--- src/rtl/hazard_tracker.sv ---
// Pipeline-occupancy tracker for the 5-stage LEGv8 core: shadows EX/MEM/WB destination state,
// drives EX-stage forwarding selects, raises load-use stall / branch flush and counts both.
module hazard_tracker #(
    parameter int unsigned ZERO_REG = 31,
    parameter int unsigned CNT_W    = 16
) (
    input  logic             clk,
    input  logic             reset,
    input  logic             id_valid,
    input  logic [4:0]       id_rd,
    input  logic [4:0]       id_rm,
    input  logic [4:0]       id_rn,
    input  logic             id_use_rm,
    input  logic             id_use_rn,
    input  logic             id_use_rd,
    input  logic             id_regwrite,
    input  logic             id_memread,
    input  logic             br_taken,
    output logic [4:0]       rd_alu,
    output logic [4:0]       rd_mem,
    output logic             FwdALU,
    output logic             FwdMem,
    output logic             stall,
    output logic             flush,
    output logic [CNT_W-1:0] stall_count,
    output logic [CNT_W-1:0] flush_count
);

    localparam logic [4:0] ZR = 5'(ZERO_REG);

    typedef struct packed {
        logic       valid;
        logic [4:0] rd;
        logic       regwrite;
        logic       memread;
    } slot_t;

    slot_t ex_q, mem_q, wb_q;
    slot_t ex_d;
    logic [CNT_W-1:0] stall_cnt_q, stall_cnt_d;
    logic [CNT_W-1:0] flush_cnt_q, flush_cnt_d;
    logic             load_use;
    logic             src_hit;

    always_comb begin
        src_hit  = (id_use_rm && (id_rm == ex_q.rd))
                || (id_use_rn && (id_rn == ex_q.rd))
                || (id_use_rd && (id_rd == ex_q.rd));
        load_use = ex_q.valid && ex_q.memread && ex_q.regwrite
                && (ex_q.rd != ZR) && id_valid && src_hit;
    end

    // Branch kill dominates: a flushed consumer must not also stall.
    assign flush  = br_taken;
    assign stall  = load_use && !br_taken;

    assign FwdALU = mem_q.valid && mem_q.regwrite && !mem_q.memread && (mem_q.rd != ZR);
    assign FwdMem = wb_q.valid && wb_q.regwrite && (wb_q.rd != ZR);
    assign rd_alu = mem_q.rd;
    assign rd_mem = wb_q.rd;

    assign stall_count = stall_cnt_q;
    assign flush_count = flush_cnt_q;

    always_comb begin
        ex_d = '0;
        if (!stall && !flush && id_valid) begin
            ex_d.valid    = 1'b1;
            ex_d.rd       = id_rd;
            ex_d.regwrite = id_regwrite;
            ex_d.memread  = id_memread;
        end
        stall_cnt_d = stall_cnt_q;
        if (stall && !(&stall_cnt_q))
            stall_cnt_d = stall_cnt_q + CNT_W'(1);
        flush_cnt_d = flush_cnt_q;
        if (flush && !(&flush_cnt_q))
            flush_cnt_d = flush_cnt_q + CNT_W'(1);
    end

    always_ff @(posedge clk) begin
        if (!reset) begin
            ex_q        <= '0;
            mem_q       <= '0;
            wb_q        <= '0;
            stall_cnt_q <= '0;
            flush_cnt_q <= '0;
        end else begin
            ex_q        <= ex_d;
            mem_q       <= ex_q;
            wb_q        <= mem_q;
            stall_cnt_q <= stall_cnt_d;
            flush_cnt_q <= flush_cnt_d;
        end
    end

endmodule

--- config.mk ---
export PLATFORM = sky130hd
export DESIGN_NAME = hazard_tracker
export DESIGN_NICKNAME = d
export VERILOG_FILES = /design/src/rtl/hazard_tracker.sv
export SDC_FILE = /design/constraint.sdc
export NUM_CORES = 1
export LEC_CHECK = 0
export CORE_ASPECT_RATIO = 1.75
export CORE_MARGIN = 2
export CORE_UTILIZATION = 40
export CTS_CLUSTER_SIZE = 28
export DETAILED_ROUTE_END_ITERATION = 10
export PLACE_DENSITY = 0.67
export SYNTH_ARGS = -nofsm -noshare
export SYNTH_HDL_FRONTEND = slang
export SYNTH_SLANG_ARGS = --single-unit
export TNS_END_PERCENT = 30
--- constraint.sdc ---
create_clock -name clk -period 1.9 [get_ports clk]
set_input_delay 0.38 -clock clk [delete_from_list [all_inputs] [get_ports clk]]
set_output_delay 0.38 -clock clk [all_outputs]
set_load 0.02 [all_outputs]
==> results by group, run 1 <==
Status
  – Run status: complete, but fails checks
  – Violated checks: setup timing

Place
  – Placed standard-cell area: 3590 sq um
  – Port buffer count: 69
  – Placed Instances: 456
  – Placement-stage worst setup slack: -788 ps
  – Final RePlAce weighted congestion: just under 0.8
  – Half-perimeter wire length after detailed placement: about 4800 um

STA
  – Worst setup slack after layout: -164 ps
  – Layout Skew: approximately 7 ps
  – Total negative slack for setup checks: -704 ps
  – Max Slew Vio Count: 0
  – Final-report hold violation count: 0
  – Final setup viols: 12
  – Setup repair after global routing missed its margin: yes
  – Least-Margin Pin Slew: 486 ps
  – Slew Limit Headroom: between 60 and 70%
  – Final cycle utilization of the critical path: 109%
  – Worst hold-check slack: 434 ps
  – Maximum clock rate: just under 500 MHz
  – Final critical delay including setup and external delays: slightly above 2000 ps

CTS
  – Clock sink total: 55
  – Root Buffer: sky130_fd_sc_hd__clkbuf_8
  – Post-CTS Hold Buffers: 0
  – Clk slew on worst S/H paths: roughly 100 ps
  – Clk buf depth: 2
  – Htree depth: 2
  – Clock latency reported for the late side of the worst-skew pair: between 300 and 400 ps
  – CTS tree: built
  – Num CTS Buffers: 5

Floorplan
  – Die ar.: around 7000 sq um
  – Horizontal extent of the die: approximately 64 um
  – Floorplan Core Area: 6180 sq um
  – I/O pin count: 70
  – Effective utilization at floorplan: between 40% and 50%
  – Vertical extent of the die: between 100 and 150 um
  – Site row count: 38

Detailed routing
  – Wirelength, routed: 6260 um
  – Vias after detailed routing: 2,409
  – DRC violations left: 0
  – Number of detailed-routing iterations run before antenna repair: 4
  – Routed vias/inst: between 5 and 6
  – DR WL/cell: 13.5 um
  – Initial drt markers: just over 90
  – Residual antenna-violating net count after detailed routing: 0

Global routing
  – Fraction of met2 tracks used by global routing: about a third
  – Gr ovfl total: 0
  – Maximum number of pins on one net before global-route repair: 31
  – Wire length of the first global-routing pass: roughly 10,000 um
  – Met1 capacity usage during global routing: between 10% and 20%
  – Via count of the first global-routing pass: about 2,300
  – Number of antenna violations at the first check in global routing: 0
  – Most Used Layer, Global Route: met2
  – Global Route Usage Sum: about 18%
  – Routing usage on met3: around 4.2%

Setup path
  – Kind of capture point of the worst setup path: primary output
  – Worst Setup Path Type: reg2out
  – Worst flop-to-flop path endpoint: stall_count[4]$_SDFFE_PN0P_
  – Crit path top cell by count: sky130_fd_sc_hd__nor3_4
  – Cell-by-cell listing of the critical path: xor2_1, nor4_1, and3_1, nor3_4, nor3_4, buf_6
  – Register-to-register setup slack: -80 ps
  – Depth of the most critical reg-to-reg path: 7
  – Required arrival time at the worst endpoint: roughly 1500 ps
  – Stage delay of the slowest cell on the critical path: around 380 ps
  – Crit Reg-Reg Startpoint: ex_q[6]$_SDFF_PN0_
  – Worst endpoint data arrival time: between 1500 and 2000 ps
  – Maximum fanout along the worst path: 4
  – Worst setup SP type: flop
  – Critical-path cell with the highest stage delay: sky130_fd_sc_hd__dfxtp_4

Synthesis
  – Number of warnings reported in the yosys synthesis log: 0
  – Number of instances in the synthesized netlist: around 280
  – Number of flops mapped to enable cells by yosys: 0
  – Most numerous cell in the Yosys netlist: sky130_fd_sc_hd__dfxtp_1
  – Post-synth top area cell: sky130_fd_sc_hd__dfxtp_1
  – Synth top area cells: sky130_fd_sc_hd__dfxtp_1 43%, sky130_fd_sc_hd__xor2_1 7.2%, sky130_fd_sc_hd__and2_1 5.9%, sky130_fd_sc_hd__buf_4 3.2%, sky130_fd_sc_hd__o31ai_1 3.2%
  – Share of Yosys cell area claimed by the top area cell type: 43.2%
  – Area of the mapped netlist: approximately 2600 sq um
  – Syn nets: roughly 310
  – Post-synth cell types: 43
  – Share of flip-flops with an asynchronous set or reset after synthesis: 0%
  – Average instance area after synthesis: slightly above 9 sq um
  – Flops & latches, synth: 55
  – Post-synthesis sequential area ratio: ~43%
  – Ranking of synthesized cells by instance count: 55 x sky130_fd_sc_hd__dfxtp_1, 24 x sky130_fd_sc_hd__and2_1, 21 x sky130_fd_sc_hd__nand2_1, 21 x sky130_fd_sc_hd__xor2_1, 16 x sky130_fd_sc_hd__a21oi_1
  – Predominant post-synthesis flop cell: sky130_fd_sc_hd__dfxtp_1

Worst hold path
  – Path class of the lowest-slack min-delay path: in2reg
  – Hold Path Origin: id_rd[4]
  – Count of cells along the worst hold path: 2
  – Hold EP: ex_q[6]$_SDFF_PN0_

Layout
  – Count of non-filler cells in the finished layout: between 400 and 500
  – Finished Core Util: about three fifths
  – Net count reported at finish: between 400 and 500
  – Ant. Diodes: 0
  – Share of post-route cells with drive strength above 1: 23.4%
  – Post-Layout Inst Area: between 3000 and 4000 sq um
  – Area overhead of the layout relative to synthesis: 47.7%

Pwr
  – Max rail drop VDD: about 0.00064 V
  – Power after layout: approximately 2 mW
  – Total leakage power: 1.44 nW
  – Power per standard cell area: 542 nW/um^2

Flow run
  – MaxCap Viol Count: 0
kinds of logic (layout without fill, tap and decap cells):
kind of cell,count (synthesis),after routing,share of synthesized area [%]
and+or+nand+nor,123,123,27.2
DFF,55,55,43.2
AOI/OAI and AO/OA,48,48,12.7
xor gates and xnor gates,26,26,8.93
buffers and inverters,26,129,6.28
adders and majority gates,2,2,0.981
muxes,2,2,0.785
layer usage:
metal  part of all wire [%]  wire [um]
met1                     39       2430
met2                     56       3510
met3                    3.3        208
met4                    1.8        115
met5                      0          0
final cells by class:
class	instances	area (sq um)
Tap cell	80	100
Sequential cell	55	1140
Inverter	4	15.0
Timing Repair Buffer	117	1050
Clock buffer	5	68.8
Clock inverter	3	27.5
Multi-Input combinational cell	201	1370
Fill cell	557	2410
how the worst max path moves through the flow:
stage	startpoint	to	slack (ps)	depth (start not counted)
2_1_floorplan	stall_count[2]$_SDFFE_PN0P_	stall_count[15]$_SDFFE_PN0P_	-70	7
3_3_place_gp	id_rn[0]	stall	-810	7
3_5_place_dp	id_rd[3]	stall	-790	7
4_1_cts	ex_q[2]$_SDFF_PN0_	stall	-190	6
5_1_grt	ex_q[4]$_SDFF_PN0_	stall	-290	6
6_report	ex_q[6]$_SDFF_PN0_	stall	-160	6
registers in the layout, summed over array words and instances (netlist names):
name         count
ex_q             8
flush_count     16
mem_q            3
rd_alu           5
rd_mem           5
stall_count     16
wb_q             2
critical path, delay by kind of cell (launching register included):
| family | cells | cell delay, ps |
|---|---|---|
| XOR/XNOR | 1 | 140 |
| buffers and inverters | 1 | 140 |
| flip-flops | 1 | 380 |
| AND/OR/NAND/NOR | 4 | 710 |
where the power goes:
part	internal (mW)	switching, mW	total (mW)
Clock	0.274	0.425	0.700
Sequential	1.15	0.0129	1.17
Combinational	0.0943	0.0817	0.176
Total	1.52	0.520	2.04
cell usage in the layout, fill, tap and decap left out, types with 3 or more instances in the layout:
master                            count
sky130_fd_sc_hd__a21oi_1             15
sky130_fd_sc_hd__and2_1              24
sky130_fd_sc_hd__and3_1               9
sky130_fd_sc_hd__and4_1               3
sky130_fd_sc_hd__buf_4               47
sky130_fd_sc_hd__clkbuf_8             5
sky130_fd_sc_hd__clkdlybuf4s50_1     54
sky130_fd_sc_hd__dfxtp_1             41
sky130_fd_sc_hd__dfxtp_2              5
sky130_fd_sc_hd__dfxtp_4              9
sky130_fd_sc_hd__dlygate4sd2_1       13
sky130_fd_sc_hd__inv_1                4
sky130_fd_sc_hd__nand2_1             21
sky130_fd_sc_hd__nand3_1             11
sky130_fd_sc_hd__nand4_1              7
sky130_fd_sc_hd__nor2_1              15
sky130_fd_sc_hd__nor4_1               4
sky130_fd_sc_hd__o21ai_0              6
sky130_fd_sc_hd__o31ai_1             11
sky130_fd_sc_hd__or3_1                6
sky130_fd_sc_hd__or4_1                9
sky130_fd_sc_hd__xnor2_1              5
sky130_fd_sc_hd__xor2_1              21
repair_timing:
item / 4_1_cts / 5_1_grt
gates resized for setup: 41 / 5
cloned: 0 / 0
setup buffers: 1 / 0
pin swaps: 22 / 1
endpoints found under the setup margin: 21 / 24
endpoints found under the hold margin: 0 / 0
No activity file was read; power rests on OpenSTA's default activity.
==> inputs of run 2 (changes only) <==
--- a/config.mk
+++ b/config.mk
@@ -5,12 +5,14 @@
 export SDC_FILE = /design/constraint.sdc
 export NUM_CORES = 1
 export LEC_CHECK = 0
+export CAP_MARGIN = 20
 export CORE_ASPECT_RATIO = 1.75
 export CORE_MARGIN = 2
 export CORE_UTILIZATION = 40
 export CTS_CLUSTER_SIZE = 28
 export DETAILED_ROUTE_END_ITERATION = 10
 export PLACE_DENSITY = 0.67
+export SLEW_MARGIN = 20
 export SYNTH_ARGS = -nofsm -noshare
 export SYNTH_HDL_FRONTEND = slang
 export SYNTH_SLANG_ARGS = --single-unit
==> results of run 2 <==
Same layout as run 1: the final DEF is identical, and so are final timing and power.
==> inputs of run 3 (changes only) <==
--- a/config.mk
+++ b/config.mk
@@ -11,6 +11,7 @@
 export CORE_UTILIZATION = 40
 export CTS_CLUSTER_SIZE = 28
 export DETAILED_ROUTE_END_ITERATION = 10
+export GPL_TIMING_DRIVEN = 0
 export PLACE_DENSITY = 0.67
 export SLEW_MARGIN = 20
 export SYNTH_ARGS = -nofsm -noshare
==> run 3 against run 2 <==
Effect of this change: the flow still finishes with violations (setup timing); global-route usage hardly changed; routed wire length is 1.5% higher; worst setup slack worse by 230 ps; core utilization shrank 2.2 points; sequential cell count is the same; critical path depth is 2 higher; clock power decreased by 6.6%; first-iteration DRC count down 42%; register-to-register slack got worse by 200 ps; cell area is 3.7% lower; combinational power about the same.
==> results by group, run 3 (same netlist as run 1, synthesis figures left out) <==
Status
  – Run status: complete, but fails checks
  – Violated checks: setup timing

Flow run
  – MaxCap Viol Count: 0

Global routing
  – Maximum number of pins on one net before global-route repair: 19
  – Met1 capacity usage during global routing: around a fifth
  – Fraction of met2 tracks used by global routing: between 30 and 40%
  – Most Used Layer, Global Route: met2
  – Number of antenna violations at the first check in global routing: 0
  – Wire length of the first global-routing pass: between 10,000 and 15,000 um
  – Via count of the first global-routing pass: ~2,300
  – Global Route Usage Sum: a little under a fifth
  – Routing usage on met3: 3.48%
  – Gr ovfl total: 0

CTS
  – Htree depth: 2
  – Clk buf depth: 2
  – Clock latency reported for the late side of the worst-skew pair: between 300 and 400 ps
  – Num CTS Buffers: 5
  – CTS tree: built
  – Clock sink total: between 50 and 60
  – Post-CTS Hold Buffers: 0
  – Root Buffer: sky130_fd_sc_hd__clkbuf_8
  – Clk slew on worst S/H paths: 100 ps

Setup path
  – Crit-path leading delay family: simple AND/OR/NAND/NOR gates
  – Worst Setup Path Type: reg2out
  – Critical-path cell with the highest stage delay: sky130_fd_sc_hd__dfxtp_4
  – Crit Reg-Reg Startpoint: ex_q[2]$_SDFF_PN0_
  – Cell-by-cell listing of the critical path: xor2_1, nor4_1, and3_2, nor3_4, buf_6, buf_8, nor3_4, buf_6
  – Launching element of the worst setup path: ex_q[2]$_SDFF_PN0_
  – Required arrival time at the worst endpoint: between 1500 and 2000 ps
  – Stage delay of the slowest cell on the critical path: 380 ps
  – Maximum fanout along the worst path: 5
  – Kind of capture point of the worst setup path: primary output
  – Worst setup SP type: flop
  – Worst endpoint data arrival time: roughly 1900 ps
  – Count of buffering cells on the critical path with inverters included: 3

STA
  – Slew Limit Headroom: between 60% and 70%
  – Maximum clock rate: roughly 440 MHz
  – Setup repair after global routing missed its margin: yes
  – Max Slew Vio Count: 0
  – Least-Margin Pin Slew: between 400 and 500 ps
  – Final-report hold violation count: 0
  – Final setup viols: 13
  – Final critical delay including setup and external delays: 2290 ps
  – Worst setup slack after layout: -391 ps
  – Final cycle utilization of the critical path: 121%
  – Layout Skew: around 8.3 ps

Detailed routing
  – Routed vias/inst: between 5 and 6
  – Initial drt markers: 53
  – DRC violations left: 0
  – Wirelength, routed: 6350 um
  – DR WL/cell: 14.3 um
  – Number of detailed-routing iterations run before antenna repair: 4
  – Residual antenna-violating net count after detailed routing: 0
  – Vias after detailed routing: around 2,300

Worst hold path
  – Path class of the lowest-slack min-delay path: in2reg
  – Hold Path Origin: id_rd[3]

Floorplan
  – Die ar.: 7060 sq um
  – Horizontal extent of the die: approximately 64 um
  – Floorplan Core Area: 6180 sq um
  – I/O pin count: 70
  – Site row count: 38
  – Effective utilization at floorplan: between 40% and 50%
  – Vertical extent of the die: roughly 110 um

Place
  – Final RePlAce weighted congestion: 0.787
  – Port buffer count: 69
  – Half-perimeter wire length after detailed placement: 4700 um

Layout
  – Leading cell types in the layout, fill and taps excluded: 53 x sky130_fd_sc_hd__clkdlybuf4s50_1, 39 x sky130_fd_sc_hd__dfxtp_1, 23 x sky130_fd_sc_hd__and2_1
  – Net count reported at finish: 388
  – Number of fill cells: 580
  – Ant. Diodes: 0
  – Area overhead of the layout relative to synthesis: 42.3%
  – Share of post-route cells with drive strength above 1: a little over a fifth
  – Finished Core Util: slightly below 60%
  – Most common cell after layout, fill and taps aside: sky130_fd_sc_hd__clkdlybuf4s50_1

Pwr
  – Power per standard cell area: around 550 nW/um^2
  – Total leakage power: between 1 and 1.5 nW
  – Net switching power of the design: 489 uW
  – Max rail drop VDD: about 0.00046 V
  – Power share of the sequential group: between 50 and 60%
  – Switching portion of total power: between 20% and 30%
  – Power after layout: between 2 and 2.5 mW
  – Clock power share: about a third
  – Relative contribution of combinational cells to total power: under 10%
  – Internal Power: 1.51 mW
-- run 3: cell types whose count changed in the layout (fill, tap and decap cells not counted), moves of 3 or more --
cell,delta
sky130_fd_sc_hd__clkbuf_1,+3
sky130_fd_sc_hd__buf_8,+3
sky130_fd_sc_hd__a21oi_2,+3
sky130_fd_sc_hd__buf_4,-32
sky130_fd_sc_hd__a21oi_1,-3
-- run 3: timing repair --
item / CTS / global route
endpoints found under the setup margin: 28 / 31
cloned: 0 / 0
gates resized for setup: 46 / 28
setup buffers: 2 / 2
pin swaps: 20 / 15
hold endpoints to repair: 0 / 0
-- run 3: final cells by class --
| class | count | area [sq um] | area share, % |
|---|---|---|---|
| multi-input cells | 201 | 1380 | 38.1 |
| clock buffers | 5 | 68.8 | 1.90 |
| well taps | 80 | 100 | 2.76 |
| clock inverters | 3 | 22.5 | 0.620 |
| inverters | 4 | 15.0 | 0.414 |
| repair buffers | 73 | 716 | 19.7 |
| plain buffers | 22 | 175 | 4.83 |
| flip-flops and latches | 55 | 1150 | 31.6 |
-- run 3: final timing paths --
| path | slack [ps] | end | cells after the start |
|---|---|---|---|
| max reg2reg | -280 | stall_count[11]$_SDFFE_PN0P_ | 9 |
| min | 430 | ex_q[5]$_SDFF_PN0_ | 2 |
| max | -390 | stall | 8 |
| min reg2reg | 460 | wb_q[7]$_SDFF_PN0_ | 1 |
-- run 3: worst reg2reg max path: stages (launching register included) --
cell	delay [ps]
sky130_fd_sc_hd__dfxtp_4	380
sky130_fd_sc_hd__xor2_1	160
sky130_fd_sc_hd__nor4_1	250
sky130_fd_sc_hd__and3_2	260
sky130_fd_sc_hd__nor3_4	60
sky130_fd_sc_hd__buf_6	120
sky130_fd_sc_hd__buf_4	130
sky130_fd_sc_hd__buf_8	130
sky130_fd_sc_hd__or4_1	500
sky130_fd_sc_hd__a21oi_1	130
-- run 3: metal layers --
metal / vias to the layer above / share of wire [%]
li1: 1162 / -
met2: 46 / 55
met3: 12 / 4.0
met1: 1103 / 39
met4: 0 / 2.0
met5: - / 0
-- run 3: power groups by stage --
stage / sequential (mW) / combinational (mW) / clock (mW)
after floorplan: 1.20 / 0.0743 / 0
after global placement: 1.20 / 0.167 / 0
after detailed placement: 1.20 / 0.169 / 0
after CTS: 1.17 / 0.172 / 0.668
after global routing: 1.17 / 0.192 / 0.707
final: 1.17 / 0.177 / 0.654
-- run 3: metrics by stage --
stage               std cells  setup TNS, ps  hold slack, ps  instance area [sq um]  setup WS [ps]
floorplan                 282           -181             430                   2590          -69.1
global placement          431         -15680             439                   3380          -1470
detailed placement        431         -16220             440                   3380          -1490
CTS                       441          -2800             434                   3550           -419
global route              443          -4550             451                   3630           -463
finish                    443          -2850             432                   3630           -391
